`config.mk`:
```
export PLATFORM = sky130hd
export DESIGN_NAME = mem_arb_flat
export DESIGN_NICKNAME = d
export VERILOG_FILES = /design/src/rtl/mem_arb_if.sv /design/src/rtl/mem_arb.sv /design/src/flat_wrapper.sv
export SDC_FILE = /design/constraint.sdc
export NUM_CORES = 1
export LEC_CHECK = 0
export ABC_CLOCK_PERIOD_IN_PS = 9190
export CORE_AREA = 8 8 179 181
export DETAILED_ROUTE_END_ITERATION = 8
export DIE_AREA = 0 0 187 189
export DONT_BUFFER_PORTS = 1
export GPL_TIMING_DRIVEN = 1
export PLACE_DENSITY = 0.55
export SLEW_MARGIN = 20
export SYNTH_ARGS = -nofsm -noshare
export SYNTH_HDL_FRONTEND = slang
export SYNTH_SLANG_ARGS = --single-unit
```
`constraint.sdc`:
```
create_clock -name clk -period 9.19 [get_ports clk]
set_input_delay 0.4595 -clock clk [delete_from_list [all_inputs] [get_ports clk]]
set_output_delay 0.4595 -clock clk [all_outputs]
set_load 0.1 [all_outputs]
```
`src/rtl/mem_arb_if.sv`:
```
// mem_arb_if: requester-side and controller-side signals of the memory arbiter.
interface mem_arb_if #(
    parameter int NPORT = 3
);
    logic [NPORT-1:0]    preq;
    logic [20*NPORT-1:0] paddr;
    logic [NPORT-1:0]    pwr;
    logic [32*NPORT-1:0] pwdata;
    logic [NPORT-1:0]    pack;
    logic [31:0]         prdata;
    logic [NPORT-1:0]    povf;
    logic                memreset;
    logic                memreq;
    logic [19:0]         memaddr;
    logic                memwr;
    logic [31:0]         memwdata;
    logic                memack;
    logic [31:0]         memrdata;

    modport slave (
        input  preq, paddr, pwr, pwdata, memreset, memack, memrdata,
        output pack, prdata, povf, memreq, memaddr, memwr, memwdata
    );

    modport master (
        output preq, paddr, pwr, pwdata, memreset, memack, memrdata,
        input  pack, prdata, povf, memreq, memaddr, memwr, memwdata
    );
endinterface

```
`src/rtl/mem_arb.sv`:
```
// mem_arb: round-robin arbiter sharing one single-transaction memory controller port.
// Requests are held per port and issued one at a time; ack/read data route back to the owner.
module mem_arb #(
    parameter int NPORT = 3,
    parameter int DRAIN = 64
) (
    input logic        clk,
    input logic        rst,
    mem_arb_if.slave   bus
);
    localparam int W  = NPORT > 1 ? $clog2(NPORT) : 1;
    localparam int CW = DRAIN > 1 ? $clog2(DRAIN) : 1;

    typedef enum logic [1:0] {S_DRAIN, S_IDLE, S_WAIT} state_t;

    state_t           state, nstate;
    logic [CW-1:0]    cnt;
    logic [NPORT-1:0] pending, clr, eff, cap;
    logic [W-1:0]     ptr, grant, win, idx;
    logic             any, gnt, done;
    logic [19:0]      hold_addr  [NPORT];
    logic             hold_wr    [NPORT];
    logic [31:0]      hold_wdata [NPORT];

    always_ff @(posedge clk or posedge rst) begin
        if (rst) state <= S_DRAIN;
        else     state <= nstate;
    end

    // A stray ack during DRAIN means the controller has finished whatever was in flight.
    always_comb begin
        nstate = state;
        case (state)
            S_DRAIN: nstate = (bus.memack || cnt == '0) ? S_IDLE : S_DRAIN;
            S_IDLE:  nstate = (!bus.memreset && any) ? S_WAIT : S_IDLE;
            S_WAIT:  nstate = bus.memack ? S_IDLE : S_WAIT;
            default: nstate = S_DRAIN;
        endcase
    end

    always_comb begin
        any  = |pending;
        gnt  = state == S_IDLE && !bus.memreset && any;
        done = state == S_WAIT && bus.memack;
        clr  = done ? NPORT'(1) << grant : '0;
        eff  = pending & ~clr;
        cap  = bus.preq & ~eff;
        win  = '0;
        idx  = '0;
        for (int k = NPORT - 1; k >= 0; k--) begin
            idx = W'((int'(ptr) + k) % NPORT);
            if (pending[idx]) win = idx;
        end
    end

    always_ff @(posedge clk or posedge rst) begin
        if (rst) begin
            cnt          <= CW'(DRAIN - 1);
            pending      <= '0;
            ptr          <= '0;
            grant        <= '0;
            bus.pack     <= '0;
            bus.povf     <= '0;
            bus.memreq   <= 1'b0;
            bus.memaddr  <= '0;
            bus.memwr    <= 1'b0;
            bus.memwdata <= '0;
            bus.prdata   <= '0;
            for (int i = 0; i < NPORT; i++) begin
                hold_addr[i]  <= '0;
                hold_wr[i]    <= 1'b0;
                hold_wdata[i] <= '0;
            end
        end else begin
            cnt      <= (state == S_DRAIN && cnt != '0) ? cnt - 1'b1 : cnt;
            pending  <= eff | bus.preq;
            bus.povf <= bus.povf | (bus.preq & eff);
            bus.pack <= clr;
            bus.memreq <= gnt;
            for (int i = 0; i < NPORT; i++) begin
                if (cap[i]) begin
                    hold_addr[i]  <= bus.paddr[20*i +: 20];
                    hold_wr[i]    <= bus.pwr[i];
                    hold_wdata[i] <= bus.pwdata[32*i +: 32];
                end
            end
            if (gnt) begin
                bus.memaddr  <= hold_addr[win];
                bus.memwr    <= hold_wr[win];
                bus.memwdata <= hold_wdata[win];
                grant        <= win;
                ptr          <= (win == W'(NPORT - 1)) ? '0 : win + 1'b1;
            end
            if (done && !bus.memwr) bus.prdata <= bus.memrdata;
        end
    end
endmodule
```
`src/flat_wrapper.sv`:
```
// flat-port wrapper written by rule: the top's interface ports become plain ports
module mem_arb_flat 
#(
    parameter int NPORT = 3,
    parameter int DRAIN = 64
)
  (clk, rst, bus_preq, bus_paddr, bus_pwr, bus_pwdata, bus_memreset, bus_memack, bus_memrdata, bus_pack, bus_prdata, bus_povf, bus_memreq, bus_memaddr, bus_memwr, bus_memwdata);
  mem_arb_if #(.NPORT(NPORT)) bus_i ();
  input logic clk;
  input logic rst;
  input wire logic [$bits(bus_i.preq)-1:0] bus_preq;
  input wire logic [$bits(bus_i.paddr)-1:0] bus_paddr;
  input wire logic [$bits(bus_i.pwr)-1:0] bus_pwr;
  input wire logic [$bits(bus_i.pwdata)-1:0] bus_pwdata;
  input wire logic [$bits(bus_i.memreset)-1:0] bus_memreset;
  input wire logic [$bits(bus_i.memack)-1:0] bus_memack;
  input wire logic [$bits(bus_i.memrdata)-1:0] bus_memrdata;
  output wire logic [$bits(bus_i.pack)-1:0] bus_pack;
  output wire logic [$bits(bus_i.prdata)-1:0] bus_prdata;
  output wire logic [$bits(bus_i.povf)-1:0] bus_povf;
  output wire logic [$bits(bus_i.memreq)-1:0] bus_memreq;
  output wire logic [$bits(bus_i.memaddr)-1:0] bus_memaddr;
  output wire logic [$bits(bus_i.memwr)-1:0] bus_memwr;
  output wire logic [$bits(bus_i.memwdata)-1:0] bus_memwdata;
  assign bus_i.preq = bus_preq;
  assign bus_i.paddr = bus_paddr;
  assign bus_i.pwr = bus_pwr;
  assign bus_i.pwdata = bus_pwdata;
  assign bus_i.memreset = bus_memreset;
  assign bus_i.memack = bus_memack;
  assign bus_i.memrdata = bus_memrdata;
  assign bus_pack = bus_i.pack;
  assign bus_prdata = bus_i.prdata;
  assign bus_povf = bus_i.povf;
  assign bus_memreq = bus_i.memreq;
  assign bus_memaddr = bus_i.memaddr;
  assign bus_memwr = bus_i.memwr;
  assign bus_memwdata = bus_i.memwdata;
  mem_arb #(.NPORT(NPORT), .DRAIN(DRAIN)) u_core (.clk(clk), .rst(rst), .bus(bus_i));
endmodule
```
==> results of run 1 <==
## metal layers
| layer | global-route usage [%] | up-vias | share of wire, % |
|---|---|---|---|
| met5 | 0 | - | 0.083 |
| met4 | 3.30 | 4 | 1.2 |
| met3 | 6.79 | 32 | 10 |
| met2 | 23.5 | 221 | 46 |
| met1 | 19.4 | 3182 | 43 |
| li1 | - | 2866 | - |
## critical path: cells and delay by family (launching register included)
kind	cells	cell delay [ns]
DFF	1	0.34
adders and majority gates	1	0.36
AOI/OAI and AO/OA	2	0.35
and+or+nand+nor	3	0.82
buffers and inverters	3	1.12
## cell type report
type | instances | area [um2] | share of cell area [%]
clock inverters | 12 | 194 | 1.51
inverters | 10 | 45.0 | 0.351
clock buffers | 45 | 908 | 7.09
diodes | 1 | 2.50 | 0.0195
flip-flops and latches | 266 | 6660 | 52.0
multi-input cells | 475 | 4400 | 34.4
repair buffers | 14 | 113 | 0.879
well taps | 390 | 488 | 3.81
## per-stage QoR
step	setup WS, ns	cell area, um2	std cells
final	6.00	12800	1213
after global placement	5.96	11700	1152
after CTS	5.93	12800	1212
after detailed placement	5.94	11700	1152
after floorplan	1.42	11500	801
after global routing	5.78	12800	1213
## sequential cells by signal, summed over array words and instances, names as in the netlist
register	cells
u_core.bus.memwr	1
u_core.ptr	2
u_core.hold_wdata	96
u_core.bus.povf	3
u_core.bus.memreq	1
u_core.bus.prdata	32
u_core.grant	2
u_core.bus.memaddr	20
u_core.bus.memwdata	32
u_core.cnt	6
u_core.bus.pack	3
u_core.state	2
u_core.pending	3
u_core.hold_wr	3
u_core.hold_addr	60
## layout by cell type, fill, tap and decap left out, types with 3 or more instances in the layout
cell type,instances
dfrtp_1,260
mux2_4,100
nor2_1,60
a21oi_1,58
mux2_1,56
o22ai_1,55
mux2i_1,54
mux2_2,36
clkbuf_16,31
buf_4,11
inv_1,8
nand2_1,8
clkbuf_8,8
clkbuf_1,6
dfstp_2,6
bufinv_16,5
nand2b_1,4
ha_1,4
clkinv_2,4
or2_2,3
xnor2_1,3
dlygate4sd3_1,3
## worst paths after layout
| path | slack, ns | endpoint | from |
|---|---|---|---|
| max | 6.00 | u_core.bus.memwdata[16] | u_core.ptr[0] |
| min | 0.04 | u_core.pending[0] | bus_preq[0] |
| max reg2reg | 6.00 | u_core.bus.memwdata[16] | u_core.ptr[0] |
| min reg2reg | 0.49 | u_core.hold_wdata[84] | u_core.hold_wdata[84] |
| max in group asynchronous | 7.07 | u_core.hold_addr[48] | rst |
| min in group asynchronous | 0.65 | u_core.bus.prdata[8] | rst |
## repair_timing
item                      4_1_cts  5_1_grt
buffers inserted                0        0
hold endpoints to repair        5        0
hold buffers                    3        0
## cells by family after synthesis
logic type      share of synthesized area, %
xor+xnor                               0.382
buf+inv                                 3.86
fa+ha+maj                              0.436
compound gates                          6.46
simple gates                            3.96
flops                                   58.1
mux                                     26.8
==> impl_summary.txt, run 1 <==
----------------------------------------------------
[CTS]
  CTS resizes ... 0
  Longest Clk Path Bufs ... 3
  Clock transition at the registers of the reported paths ... 0.06 ns
  Number of levels in the clock H-tree ... 1
  Clock sink count ... 266
  Total CTS buffers ... 31
  CTS tree ... yes
  Insertion delay to the later sink of the worst-skew pair ... 0.55 ns
  Clk root buf ... clkbuf_16

[STA]
  Worst Hold Margin ... 0.0353 ns
  Worst slew slack as a fraction of its limit ... 24.4%
  Share of the clock period used by the worst path after layout ... 34.7%
  Achievable clock frequency ... 0.313 GHz
  Final slew viol count ... 0
  Slew at the pin closest to its max-slew limit ... 1.13 ns
  Final Hold Fails ... 0
  Post-route minimum period ... 3.19 ns
  Setup-violating endpoint count in the final report ... 0
  Final TNS setup ... 0 ns
  RSZ-0062 raised after global routing ... false
  Fin Clk Skew ... 0.0136 ns

[Floorplan]
  Die ar. ... 35300 um2
  Chip Height ... 189 um
  I/O pins ... 290
  Num rows ... 63
  Core region area ... 29200 um2
  DIE WIDTH ... 187 um
  Initial cell density of the core ... 39.2%

[Setup path]
  Critical path, cell by cell ... inv_1 -> ha_1 -> nand2_1 -> nand3b_1 -> o22ai_4 -> buf_4 -> or2_2 -> buf_4 -> o22ai_1
  Most Frequent Cell on Critical Path ... buf_4
  Worst setup EP type ... flip-flop
  Worst-case reg-to-reg path depth ... 9
  Required time of the critical path ... 9.59 ns
  Class of the most critical setup path ... flip-flop to flip-flop
  Crit path launch type ... flip-flop
  Maximum fanout count along the critical path ... 55
  Worst EP arrival ... 3.60 ns
  Highest-delay cell along the critical path ... or2_2
  CP peak stage delay ... 0.62 ns

[Synth]
  Fraction of the yosys area taken by sequential cells ... 58.1%
  Leading cell type by number of instances after synthesis ... dfrtp_1
  Distinct cell type count after synthesis ... 47
  Leading cell types by total area after synthesis ... dfrtp_1 57%, mux2_4 13%, mux2_1 5.5%
  Number of enable flip-flop cells after synthesis ... 0
  Most instantiated cells after synthesis ... 260 x dfrtp_1, 100 x mux2_4, 61 x nor2_1
  Avg Cell Area, Syn ... 14.3 um2
  Synthesis Warnings ... 0
  Mapped Cells ... 801
  Number of synthesized register bits ... 266
  Post-Syn Nets ... 1003
  Share of flip-flops with an asynchronous set or reset ... 100%
  Area share of the largest cell type after synthesis ... 56.7%
  Post-synthesis instance area ... 11500 um2
  Dominant cell type by area after synthesis ... dfrtp_1
  Ys flop type ... dfrtp_1

[Placement]
  Placer congestion estimate ... 0.730
  Detailed placement HPWL ... 18500 um
  Port Buffer Count ... 0

[Detailed routing]
  DRC violations left ... 0
  Drt first pass iters ... 7
  Via density per instance ... 5.20
  Drt first-iter violations ... 290
  Wirelength per Cell ... 22.9 um
  Total via count in the routed design ... 6305
  Overall routed net length ... 27800 um
  Post-DRT Antenna Nets ... 0

[Run status]
  Status ... finished, final reports clean

[Final layout]
  Share of the core filled with cells in the final layout ... 43.8%
  Filler cells ... 2666
  Area growth from synthesis to final layout ... 11.7%
  Layout net count ... 1000
  Share of post-route cells with drive strength above 1 ... 26.9%

[Global route]
  First-pass GRT wire length ... 42300 um
  Number of antenna violations at the first check in global routing ... 3
  Number of global-route vias before repair ... 6725
  Pin count of the biggest net entering global routing ... 131
  All-Layer GR Usage ... 15.2%
  Total congestion overflow after global routing ... 0

[Hold path]
  Worst Hold Class ... input port to flip-flop
  Worst Hold Path Cells ... 2

[Run]
  Max Cap Viol ... 0

----------------------------------------------------
Power of run 1 is not shown: default switching activity piles up to over one toggle a cycle in this logic, so the estimate is an artifact.
==> run 2: changes to the inputs <==
--- a/config.mk
+++ b/config.mk
@@ -5,7 +5,7 @@
 export SDC_FILE = /design/constraint.sdc
 export NUM_CORES = 1
 export LEC_CHECK = 0
-export ABC_CLOCK_PERIOD_IN_PS = 9190
+export ABC_CLOCK_PERIOD_IN_PS = 3200
 export CORE_AREA = 8 8 179 181
 export DETAILED_ROUTE_END_ITERATION = 8
 export DIE_AREA = 0 0 187 189
==> constraint.sdc (replaced) <==
create_clock -name clk -period 3.2 [get_ports clk]
set_input_delay 0.16 -clock clk [delete_from_list [all_inputs] [get_ports clk]]
set_output_delay 0.16 -clock clk [all_outputs]
set_load 0.1 [all_outputs]
==> run 2 against run 1 <==
Net effect:
- global-route usage grew 2.1 points
- cell count grew 17%
- register-to-register slack lost 5.1 ns
- clock skew shrank 0.0054 ns
- worst hold slack gained 0.13 ns
- sequential cell count is the same
- design area grew 16%
- first-iteration DRC count grew 7.9%
- clock-buffer cell count shrank 1
- die area is the same
- critical path depth shrank 1
- worst setup slack lost 5.1 ns
- critical endpoint is now u_core.bus.memwdata[2]
==> impl_summary.txt, run 2 (same netlist as run 1, synthesis figures left out) <==
----------------------------------------------------
[Hold path]
  Start point of the worst min-delay path ... bus_preq[0]
  Worst Hold Class ... input port to flip-flop
  Worst Hold Endpoint ... u_core.hold_wdata[93]
  Worst Hold Path Cells ... 3

[STA]
  Final slew viol count ... 0
  Final Hold Fails ... 0
  Final TNS setup ... 0 ns
  Slew at the pin closest to its max-slew limit ... 1.01 ns
  RSZ-0062 raised after global routing ... false
  Worst Hold Margin ... 0.166 ns
  Setup-violating endpoint count in the final report ... 0
  Post-route minimum period ... 2.33 ns
  Final setup slack of the worst path ... 0.874 ns
  Share of the clock period used by the worst path after layout ... 72.7%
  Achievable clock frequency ... 0.430 GHz
  Fin Clk Skew ... 0.00823 ns
  Worst slew slack as a fraction of its limit ... 32.6%

[Placement]
  Port Buffer Count ... 0
  Post-Place Worst Slack ... 0.849 ns
  Placer congestion estimate ... 0.728
  Detailed placement HPWL ... 19400 um

[Global route]
  Met3 demand-to-capacity share in global routing ... 5.22%
  Pin count of the biggest net entering global routing ... 88
  Total congestion overflow after global routing ... 0
  GRT Max-Usage Layer ... met2
  Number of global-route vias before repair ... 8114
  Number of antenna violations at the first check in global routing ... 3
  Global-route track usage on met1 ... 22.2%
  First-pass GRT wire length ... 49300 um
  GR met2 Demand/Resource ... 28.1%
  All-Layer GR Usage ... 17.3%

[Floorplan]
  DIE WIDTH ... 187 um
  I/O pins ... 290
  Core region area ... 29200 um2
  Initial cell density of the core ... 39.2%
  Die ar. ... 35300 um2
  Num rows ... 63
  Chip Height ... 189 um

[CTS]
  Clock transition at the registers of the reported paths ... 0.06 ns
  CTS resizes ... 0
  Number of levels in the clock H-tree ... 1
  Clock sink count ... 266
  Insertion delay to the later sink of the worst-skew pair ... 0.55 ns
  Longest Clk Path Bufs ... 3
  Total CTS buffers ... 30
  Clk root buf ... clkbuf_16
  Post-CTS setup buffer count ... 0
  CTS tree ... yes

[Detailed routing]
  DRC violations left ... 0
  Wirelength per Cell ... 21.8 um
  Post-DRT Antenna Nets ... 0
  Total via count in the routed design ... 7199
  Overall routed net length ... 30900 um
  Drt first pass iters ... 4
  Via density per instance ... 5.08
  Drt first-iter violations ... 313

[Setup path]
  Critical R2R Launch ... u_core.ptr[0]
  Buffers and inverters on the worst path ... 2
  Critical path, cell by cell ... inv_1 -> ha_1 -> a22oi_1 -> o22a_1 -> o22ai_4 -> buf_4 -> mux2i_1 -> o22ai_1
  Crit path launch type ... flip-flop
  Class of the most critical setup path ... flip-flop to flip-flop
  R2R setup slack ... 0.87 ns
  Maximum fanout count along the critical path ... 28
  Highest-delay cell along the critical path ... buf_4
  Required time of the critical path ... 3.61 ns
  Worst setup EP type ... flip-flop
  Worst EP arrival ... 2.73 ns
  Family with the most delay on the worst path ... compound AO/OA/AOI/OAI gates
  Reg-to-Reg End ... u_core.bus.memwdata[2]
  CP peak stage delay ... 0.49 ns
  Worst-case reg-to-reg path depth ... 8

[Final layout]
  Layout net count ... 1203
  Register name with the most flops ... u_core.hold_wdata
  Area growth from synthesis to final layout ... 29.2%
  Max FFs per register ... 96
  Share of post-route cells with drive strength above 1 ... 22.5%
  Largest registers ... u_core.hold_wdata (96), u_core.hold_addr (60)
  Most common library cell in the layout ignoring fill and taps ... dfrtp_1
  Filler cells ... 2468
  Most frequent cells in the layout ... 260 x dfrtp_1, 197 x dlygate4sd3_1, 100 x mux2_4, 60 x nor2_1, 58 x a21oi_1

[Pwr]
  Standby leakage power ... 6.85 nW
  Total power of the final layout ... 18.0 mW
  Worst VDD drop ... 582 uV
  Power density over the cells ... 1210 nW/um2

[Run status]
  Status ... finished, final reports clean

[Run]
  Max Cap Viol ... 0

----------------------------------------------------
## run 2: where the power goes
group	internal (mW)	switching [mW]	leakage, nW
Combinational	2.47	1.98	3.16
Clock	2.10	1.37	0.505
Sequential	4.86	5.17	3.18
Total	9.43	8.52	6.85
## run 2: repair_timing
action,4_1_cts,5_1_grt
endpoints found under the hold margin,228,0
hold buffers,197,0
setup endpoints to repair,0,0
## run 2: cell type report
class	instances	area (um2)	share of cell area, %
antenna	4	10.0	0.0675
clock buffer	44	905	6.10
clock inverter	11	108	0.726
inverter	10	41.3	0.279
multi-input combinational	475	4400	29.7
sequential	266	6660	45.0
tap	390	488	3.29
timing repair buffer	218	2200	14.9
## run 2: per-layer routing
layer	vias to the layer above	share of wire (%)
li1	3268	-
met1	3643	44
met2	243	47
met3	45	7.2
met4	0	2.0
met5	-	0
## run 2: through the flow
step	std cells	cell area (um2)	util [%]
final	1418	14800	50.7
after global routing	1417	14800	50.7
after CTS	1414	14800	50.7
after detailed placement	1162	11800	40.4
after global placement	1162	11800	40.4
after floorplan	801	11500	-
## run 2: worst min-delay path: stages
cell	delay (ns)
nand2_2	0.04
buf_12	0.23
mux2_1	0.24
## run 2: how the worst max path moves through the flow
stage                  startpoint                      end  slack (ns)  cells past startpoint
finish              u_core.ptr[0]   u_core.bus.memwdata[2]        0.87                      8
global route        u_core.ptr[0]   u_core.bus.memwdata[2]        0.65                      8
CTS                 u_core.ptr[0]  u_core.bus.memwdata[24]        0.85                      8
detailed placement  u_core.ptr[0]  u_core.bus.memwdata[24]        0.85                      8
global placement    u_core.ptr[0]  u_core.bus.memwdata[15]        0.93                      8
floorplan                     rst    u_core.bus.memaddr[0]       -0.47                      1
No activity file was read; power rests on OpenSTA's default activity.
==> run 3: changes to the inputs <==
--- a/config.mk
+++ b/config.mk
@@ -5,7 +5,7 @@
 export SDC_FILE = /design/constraint.sdc
 export NUM_CORES = 1
 export LEC_CHECK = 0
-export ABC_CLOCK_PERIOD_IN_PS = 3200
+export ABC_CLOCK_PERIOD_IN_PS = 2400
 export CORE_AREA = 8 8 179 181
 export DETAILED_ROUTE_END_ITERATION = 8
 export DIE_AREA = 0 0 187 189
==> constraint.sdc (replaced) <==
create_clock -name clk -period 2.4 [get_ports clk]
set_input_delay 0.12 -clock clk [delete_from_list [all_inputs] [get_ports clk]]
set_output_delay 0.12 -clock clk [all_outputs]
set_load 0.1 [all_outputs]
==> run 3 against run 2 <==
Net effect:
- core utilization rose by 1.7 points
- clock skew rose by 0.0012 ns
- register-to-register slack got worse by 0.70 ns
- critical path depth fell by 1
- via count rose by 3.6%
- combinational power rose by 140%
- cell count rose by 3.7%
- worst setup slack got worse by 0.70 ns
- worst hold slack got worse by 0.11 ns
- first-iteration DRC count rose by 3.8%
- non-clock buffer count rose by 55
- critical path type unchanged
- largest power group is now combinational cells
- highest routed layer unchanged
==> impl_summary.txt, run 3 (same netlist as run 1, synthesis figures left out) <==
----------------------------------------------------
[Detailed routing]
  DRC violations left ... 0
  Total via count in the routed design ... 7458
  Drt first pass iters ... 4
  Wirelength per Cell ... 21.3 um
  Overall routed net length ... 31300 um
  Drt first-iter violations ... 325
  Post-DRT Antenna Nets ... 0
  Via density per instance ... 5.07

[Pwr]
  Relative contribution of the clock network to total power ... 19.1%
  Portion of total power attributed to sequential cells ... 38.9%
  Worst VDD drop ... 770 uV
  Standby leakage power ... 7.14 nW
  Sw Pwr ... 11.5 mW
  Switching part of the total ... 46.0%
  Combinational Power Share ... 42.1%
  Power density over the cells ... 1630 nW/um2
  Internal portion of total power ... 13.5 mW

[Run status]
  Status ... finished, final reports clean

[Final layout]
  Most frequent cells in the layout ... 260 x dfrtp_1, 197 x dlygate4sd3_1, 100 x mux2_4, 64 x buf_4, 60 x nor2_1
  Register name with the most flops ... u_core.hold_wdata
  Largest registers ... u_core.hold_wdata (96), u_core.hold_addr (60)
  Most common library cell in the layout ignoring fill and taps ... dfrtp_1
  Post-route non-filler standard cell count ... 1470
  Area growth from synthesis to final layout ... 33.7%
  Share of post-route cells with drive strength above 1 ... 26.0%
  Antenna diode count ... 0
  Max FFs per register ... 96
  Layout net count ... 1258

[Placement]
  Port Buffer Count ... 0
  Placer congestion estimate ... 0.742
  Detailed placement HPWL ... 19500 um
  Number of placed instances with taps included ... 1217

[CTS]
  Total CTS buffers ... 30
  Longest Clk Path Bufs ... 3
  Clk root buf ... clkbuf_16
  Insertion delay to the later sink of the worst-skew pair ... 0.55 ns
  Clock sink count ... 266
  Clock transition at the registers of the reported paths ... 0.06 ns
  Number of levels in the clock H-tree ... 1
  Post-CTS setup buffer count ... 0
  CTS tree ... yes

[Global route]
  Number of antenna violations at the first check in global routing ... 0
  Total congestion overflow after global routing ... 0
  All-Layer GR Usage ... 17.6%
  First-pass GRT wire length ... 50300 um
  Pin count of the biggest net entering global routing ... 87
  Number of global-route vias before repair ... 8456

[STA]
  Fin Clk Skew ... 0.00941 ns
  Worst Hold Margin ... 0.0527 ns
  Worst slew slack as a fraction of its limit ... 36.4%
  Post-route minimum period ... 2.23 ns
  Achievable clock frequency ... 0.449 GHz
  Final slew viol count ... 0
  Share of the clock period used by the worst path after layout ... 92.8%
  Setup-violating endpoint count in the final report ... 0
  Final Hold Fails ... 0
  Slew at the pin closest to its max-slew limit ... 0.954 ns
  RSZ-0062 raised after global routing ... false

[Setup path]
  R2R setup slack ... 0.17 ns
  Critical path, cell by cell ... ha_2 -> a22oi_1 -> o22a_1 -> o22ai_4 -> buf_12 -> mux2i_1 -> o22ai_1
  Crit path launch type ... flip-flop
  Maximum fanout count along the critical path ... 37
  Buffers and inverters on the worst path ... 1
  Class of the most critical setup path ... flip-flop to flip-flop
  Highest-delay cell along the critical path ... dfrtp_1
  Family with the most delay on the worst path ... compound AO/OA/AOI/OAI gates
  Required time of the critical path ... 2.81 ns
  Worst EP arrival ... 2.63 ns
  CP peak stage delay ... 0.42 ns
  Worst setup EP type ... flip-flop

[Floorplan]
  Die ar. ... 35300 um2
  Chip Height ... 189 um
  Initial cell density of the core ... 39.2%
  Num rows ... 63
  I/O pins ... 290
  DIE WIDTH ... 187 um
  Core region area ... 29200 um2

[Hold path]
  Worst Hold Class ... input port to flip-flop

[Run]
  Max Cap Viol ... 0

----------------------------------------------------
-- run 3: repair_timing --
| item | in CTS | in global routing |
|---|---|---|
| gates resized for setup | 0 | 1 |
| hold buffers | 197 | 0 |
| endpoints found under the setup margin | 0 | 9 |
| hold endpoints to repair | 462 | 0 |
-- run 3: area by class of cell --
class | count | area (um2)
timing repair buffer | 273 | 2690
fill | 2416 | 13900
inverter | 10 | 41.3
tap | 390 | 488
sequential | 266 | 6660
clock buffer | 51 | 941
multi-input combinational | 475 | 4410
clock inverter | 5 | 103
-- run 3: stage by stage --
stage | setup WS [ns] | TNS, ns | power (mW) | instance area (um2) | utilization, %
2_1_floorplan | -1.23 | -320.70 | 17.8 | 11500 | -
3_3_place_gp | 0.270 | 0 | 19.9 | 12300 | 42.1
3_5_place_dp | 0.194 | 0 | 20.0 | 12300 | 42.1
4_1_cts | 0.175 | 0 | 25.2 | 15300 | 52.4
5_1_grt | 0.00844 | 0 | 26.2 | 15300 | 52.4
6_report | 0.172 | 0 | 25.0 | 15300 | 52.4
-- run 3: per-layer routing --
metal	track usage, %	up-vias	wire length [um]
met1	22.6	3762	13700
met4	4.09	0	580
met5	0	-	0
li1	-	3370	-
met2	29.1	282	14800
met3	4.89	44	2250
-- run 3: power by group through the flow --
stage / registers [mW] / clock network [mW] / logic [mW]
floorplan: 12.9 / 0 / 4.93
global placement: 9.73 / 0 / 10.1
detailed placement: 9.75 / 0 / 10.3
CTS: 9.69 / 4.91 / 10.6
global route: 9.95 / 5.09 / 11.2
finish: 9.71 / 4.76 / 10.5
-- run 3: worst register-to-register path, delay by kind of cell (launching register included) --
family,cells,cell delay [ns]
buffers and inverters,1,0.34
multiplexers,1,0.27
adder cells (fa/ha/maj),1,0.40
flip-flops,1,0.42
AO/OA/AOI/OAI,4,0.66
-- run 3: path summary, 6_finish.rpt --
path                                       startpoint                      end  depth (start not counted)
worst max-delay path                    u_core.ptr[1]  u_core.bus.memwdata[21]                          7
worst min-delay path                      bus_preq[0]     u_core.hold_addr[44]                          3
worst max register to register          u_core.ptr[1]  u_core.bus.memwdata[21]                          7
worst min register to register  u_core.hold_wdata[75]    u_core.hold_wdata[75]                          1
max in group asynchronous                         rst    u_core.hold_wdata[17]                          3
min in group asynchronous                         rst    u_core.bus.prdata[27]                          2
